## src/rtl/uart_pkg.sv

```systemverilog
// rtl/uart_pkg.sv - shared types and bit-timing helper for the UART receiver
package uart_pkg;

  localparam int UART_DATA_W = 8;

  typedef enum logic [2:0] {
    IDLE   = 3'd0,
    START  = 3'd1,
    DATA   = 3'd2,
    PARITY = 3'd3,
    STOP   = 3'd4,
    BREAK  = 3'd5
  } rx_state_e;

  // Clock cycles per line bit.
  function automatic int uart_scale(input int clk_mhz, input int boadrate);
    return (clk_mhz * 1_000_000) / boadrate;
  endfunction

endpackage

```

## src/rtl/uart_rx_reader.sv

```systemverilog
// rtl/uart_rx_reader.sv - line synchronizer, bit timer, frame FSM and shift register
// UART_RX_PARITY_EN selects 8E1 framing with a parity_err output; default is 8N1.
module uart_rx_reader
  import uart_pkg::*;
#(
  parameter int clk_mhz  = 50,
  parameter int boadrate = 9600
) (
  input  logic                   clk,
  input  logic                   rstn,
  input  logic                   rx,
  output logic                   byte_vld,
  output logic [UART_DATA_W-1:0] byte_data,
  output logic                   frame_err
`ifdef UART_RX_PARITY_EN
  ,
  output logic                   parity_err
`endif
);

  localparam int SCALE = uart_scale(clk_mhz, boadrate);
  localparam int CNT_W = $clog2(SCALE);
  localparam logic [CNT_W-1:0] CNT_HALF = CNT_W'(SCALE / 2 - 1);
  localparam logic [CNT_W-1:0] CNT_FULL = CNT_W'(SCALE - 1);

  localparam logic [2:0] S_IDLE   = IDLE;
  localparam logic [2:0] S_START  = START;
  localparam logic [2:0] S_DATA   = DATA;
  localparam logic [2:0] S_STOP   = STOP;
  localparam logic [2:0] S_BREAK  = BREAK;
`ifdef UART_RX_PARITY_EN
  localparam logic [2:0] S_PARITY = PARITY;
  logic par_bad;
`endif

  logic                   rx_m;
  logic                   rx_s;
  logic [2:0]             state;
  logic [CNT_W-1:0]       cnt;
  logic [2:0]             bit_idx;
  logic [UART_DATA_W-1:0] shreg;
  logic                   tick;

  assign tick = (cnt == '0);

  always_ff @(posedge clk) begin
    if (!rstn) begin
      rx_m    <= 1'b1;
      rx_s    <= 1'b1;
      state   <= S_IDLE;
      cnt     <= '0;
      bit_idx <= '0;
      shreg   <= '0;
`ifdef UART_RX_PARITY_EN
      par_bad <= 1'b0;
`endif
    end else begin
      rx_m <= rx;
      rx_s <= rx_m;
      if (state != S_IDLE && state != S_BREAK)
        cnt <= tick ? CNT_FULL : cnt - 1'b1;
      case (state)
        S_IDLE:
          if (!rx_s) begin
            state <= S_START;
            cnt   <= CNT_HALF;
          end
        S_START:
          if (tick) begin
            if (rx_s) state <= S_IDLE;
            else begin
              state   <= S_DATA;
              bit_idx <= '0;
            end
          end
        S_DATA:
          if (tick) begin
            shreg   <= {rx_s, shreg[UART_DATA_W-1:1]};
            bit_idx <= bit_idx + 3'd1;
`ifdef UART_RX_PARITY_EN
            if (bit_idx == 3'd7) state <= S_PARITY;
`else
            if (bit_idx == 3'd7) state <= S_STOP;
`endif
          end
`ifdef UART_RX_PARITY_EN
        S_PARITY:
          if (tick) begin
            par_bad <= (rx_s != ^shreg);
            state   <= S_STOP;
          end
`endif
        S_STOP:
          if (tick) state <= rx_s ? S_IDLE : S_BREAK;
        // A held-low line must return high before a new start edge is accepted.
        S_BREAK:
          if (rx_s) state <= S_IDLE;
        default: state <= S_IDLE;
      endcase
    end
  end

  assign byte_data = shreg;
  assign frame_err = (state == S_STOP) && tick && !rx_s;
`ifdef UART_RX_PARITY_EN
  assign byte_vld   = (state == S_STOP) && tick && rx_s && !par_bad;
  assign parity_err = (state == S_PARITY) && tick && (rx_s != ^shreg);
`else
  assign byte_vld   = (state == S_STOP) && tick && rx_s;
`endif

endmodule

```

## src/rtl/uart_rx_module.sv

```systemverilog
// rtl/uart_rx_module.sv - UART receiver top: reader plus one-entry holding register
// UART_RX_PARITY_EN adds 8E1 framing and the parity_err pulse output.
module uart_rx_module
  import uart_pkg::*;
#(
  parameter int clk_mhz  = 50,
  parameter int boadrate = 9600
) (
  input  logic                   clk,
  input  logic                   rstn,
  input  logic                   rx,
  output logic                   valid,
  output logic [UART_DATA_W-1:0] data,
  input  logic                   ready,
  output logic                   frame_err,
  output logic                   overrun
`ifdef UART_RX_PARITY_EN
  ,
  output logic                   parity_err
`endif
);

  logic                   byte_vld;
  logic                   rd_frame_err;
  logic [UART_DATA_W-1:0] byte_data;
`ifdef UART_RX_PARITY_EN
  logic                   rd_parity_err;
`endif

  uart_rx_reader #(
    .clk_mhz (clk_mhz),
    .boadrate(boadrate)
  ) u_reader (
    .clk       (clk),
    .rstn      (rstn),
    .rx        (rx),
    .byte_vld  (byte_vld),
    .byte_data (byte_data),
    .frame_err (rd_frame_err)
`ifdef UART_RX_PARITY_EN
    ,
    .parity_err(rd_parity_err)
`endif
  );

  // A new byte may replace the held one only if the consumer takes it this clock.
  always_ff @(posedge clk) begin
    if (!rstn) begin
      valid     <= 1'b0;
      data      <= '0;
      frame_err <= 1'b0;
      overrun   <= 1'b0;
    end else begin
      frame_err <= rd_frame_err;
      overrun   <= byte_vld && valid && !ready;
      if (byte_vld && (!valid || ready)) begin
        data  <= byte_data;
        valid <= 1'b1;
      end else if (valid && ready) begin
        valid <= 1'b0;
      end
    end
  end

`ifdef UART_RX_PARITY_EN
  always_ff @(posedge clk) begin
    if (!rstn) parity_err <= 1'b0;
    else       parity_err <= rd_parity_err;
  end
`endif

endmodule
```

## config.mk

```make
export PLATFORM = sky130hd
export DESIGN_NAME = uart_rx_module
export DESIGN_NICKNAME = d
export VERILOG_FILES = /design/src/rtl/uart_pkg.sv /design/src/rtl/uart_rx_reader.sv /design/src/rtl/uart_rx_module.sv
export SDC_FILE = /design/constraint.sdc
export NUM_CORES = 1
export LEC_CHECK = 0
export BUFFER_PORTS_ARGS = -buffer_cell sky130_fd_sc_hd__buf_4
export CAP_MARGIN = 15
export CORE_MARGIN = 8
export CORE_UTILIZATION = 25
export CTS_BUF_LIST = sky130_fd_sc_hd__clkbuf_4
export DETAILED_ROUTE_END_ITERATION = 16
export GPL_ROUTABILITY_DRIVEN = 0
export SETUP_SLACK_MARGIN = 0.3
export SYNTH_ARGS = -nofsm -noshare
export SYNTH_HDL_FRONTEND = slang
export SYNTH_SLANG_ARGS = --single-unit
```

## constraint.sdc

```tcl
create_clock -name clk -period 2.4 [get_ports clk]
set_clock_uncertainty 0.2 [all_clocks]
set_input_delay 0.12 -clock clk [delete_from_list [all_inputs] [get_ports clk]]
set_output_delay 0.12 -clock clk [all_outputs]
set_load 0.02 [all_outputs]
```

==> run metrics <==
outcome=complete, no violations; total via count in the routed design=1510; effective utilization at floorplan=25.8%; critical path arrival=2.10 ns; Initial DRT Pass Iterations=4; Clock Pin Slew Worst Setup and Hold Paths=0.13 ns; Reg-to-Reg End=data[5]; Area Growth Syn to Fin=17.6%; critical path depth=7; area occupied by multi-input gates=1020 sq um; CP cell instances=inv_1, ha_1, nor4b_4, nand3_2, nor3_4, buf_4, mux2i_1; initial antenna violation count=0; Flop pwr share=54.3%; total core area=7250 sq um; postcts setup bufs=0; CTS tree=yes; RSZ-0062 raised after global routing=false; DRT iter0 DRCs=57; Setup CP Type=register to register; combinational fraction of design power=19.9%; Top FF cell, synth=dfxtp_1; sequential-to-total area share from yosys stat=42.8%; design area=2200 sq um; switching fraction of total power=32.3%; Remaining DRCs=0; first-pass GRT wire length=6630 um; WHS=0.226 ns; R2R Setup Slk=0.41 ns; total count of hold-check failures in the final report=0; area post-placement=2090 sq um; crit share post-route=83.0%; # Max-Cap Violations=0; fin. max-slew vios=0; count of different cell masters after synthesis=40; R2R cell count=7; hold endpoint=u_reader.rx_s; Fill cells=744; GRT Total Usage=7.86%; Tmin final=1.99 ns; top-count cell post-synth=dfxtp_1; Pwr Density=617 nW/um^2; # H-tree levels=2; Diodes inserted=0; P_leak=0.849 nW; yosys warns=0; Post-Synthesis Cells=203; Reg area=801 sq um; crit start category=register; CP Buf/Inv Count=2; maximum fanout along the worst path=8; Hold Startpoint=u_reader.rx_m; share of power burned in the clock network=25.9%; Worst Max-Slew Pin Slew=0.503 ns; slowest cell on the critical path=dfxtp_1; Sw Pwr=0.439 mW; HPWL after DPL=2630 um; Fmax achieved=502 MHz; Num CTS Buffers=5; hold path cells=1; Num Clock Sinks=40; input/output buffers=14; Skew-Pair Late Insertion Delay=0.36 ns; number of global-route vias before repair=1447; crit-path leading delay family=simple AND/OR/NAND/NOR gates; number of flops mapped to enable cells by yosys=0; worst endpoint required time=2.50 ns; setup TNS=0 ns; Largest stage delay, worst path=0.36 ns; grt ovf=0; root buffer cell=clkbuf_4; total power=1.36 mW; Yosys top cell by area=dfxtp_1; Synth async-reset ratio=0%; clk buf depth=2; num ports=15; Chip Width=103 um; Synth area leaders=dfxtp_1 43%, mux2i_1 9.1%, nand2_1 6.0%, ha_1 2.7%, nor2_1 2.6%; # rows=31; post-route ant nets=0; worst reg2reg startpoint=u_reader.cnt[0]; Die Area=10500 sq um; Pint=0.920 mW; CP endpoint kind=register; layout cells sized above 1=16.2%; drt via density=4.70; Synth top cells by count=40 x dfxtp_1, 30 x nand2_1, 17 x mux2i_1; Yosys reg bits=40; final setup fails=0; Post-Syn Area=1870 sq um; WL final=3840 um; final net count=229; fin util=30.4%; wire per inst=12.0 um; pin count of the biggest net entering global routing=32; Hold Crit Class=register to register; VDD IR max=0.314 mV; Post-Synthesis Mean Instance Area=9.22 sq um; Synthesized Nets=211; post-synth top area share=42.8%; Die H=103 um; slew margin rel.=66.4%
metal layers:
layer | GRT usage (%) | wire, um
met5 | 0 | 0
met4 | 2.82 | 60
met2 | 12.5 | 1760
met1 | 9.84 | 1880
met3 | 2.30 | 137
cell families after synthesis:
| family | count (synthesis) | synth area share [%] |
|---|---|---|
| muxes | 17 | 9.09 |
| and+or+nand+nor | 78 | 23.6 |
| xor gates and xnor gates | 5 | 2.74 |
| DFF | 40 | 42.8 |
| AOI/OAI and AO/OA | 42 | 15.3 |
| adders and majority gates | 4 | 2.67 |
| buffers and inverters | 17 | 3.81 |
power by group through the flow:
stage | clock network (mW) | registers, mW | logic [mW]
floorplan | 0 | 0.738 | 0.204
global placement | 0 | 0.750 | 0.255
detailed placement | 0 | 0.750 | 0.259
CTS | 0.366 | 0.736 | 0.266
global route | 0.388 | 0.743 | 0.302
finish | 0.351 | 0.738 | 0.270
metrics by stage:
stage / instances / worst slack [ns]
3_5_place_dp: 309 / 0.411
5_1_grt: 321 / 0.303
3_3_place_gp: 309 / 0.469
4_1_cts: 321 / 0.399
6_report: 321 / 0.408
2_1_floorplan: 203 / 0.537
worst max-delay path by stage:
stage / from / to / slack (ns)
2_1_floorplan: u_reader.cnt[0] / data[0] / 0.54
5_1_grt: u_reader.cnt[0] / data[0] / 0.30
3_5_place_dp: u_reader.cnt[0] / u_reader.bit_idx[0] / 0.41
3_3_place_gp: u_reader.cnt[0] / data[3] / 0.47
6_report: u_reader.cnt[0] / data[5] / 0.41
4_1_cts: u_reader.cnt[0] / u_reader.cnt[8] / 0.40
cell usage in the layout, fill, tap and decap left out, types with 6 or more instances in the layout:
master     n
dfxtp_1   40
mux2i_1   17
buf_4     20
o21a_1     6
nand2b_1   6
a21oi_1    6
nand2_1   30
a31oi_1    6
nor2_1    13
flip-flops by register name, summed over array words and instances, names as in the netlist:
name	cells
overrun	1
u_reader.byte_data	8
u_reader.cnt	13
u_reader.rx_s	1
u_reader.state	3
data	8
frame_err	1
valid	1
u_reader.bit_idx	3
u_reader.rx_m	1
repair_timing:
action	CTS	global route
hold buffers	4	0
hold endpoints to repair	19	0
resized for setup	0	2
setup endpoints to repair	0	2
layout make-up:
| class | instances | share of cell area, % |
|---|---|---|
| Inverter | 4 | 0.682 |
| Clock inverter | 3 | 0.852 |
| Sequential cell | 40 | 36.4 |
| Timing Repair Buffer | 24 | 8.64 |
| Clock buffer | 5 | 1.70 |
| Tap cell | 99 | 5.63 |
| Multi-Input combinational cell | 146 | 46.1 |
Power figures use the tool's default switching activity.
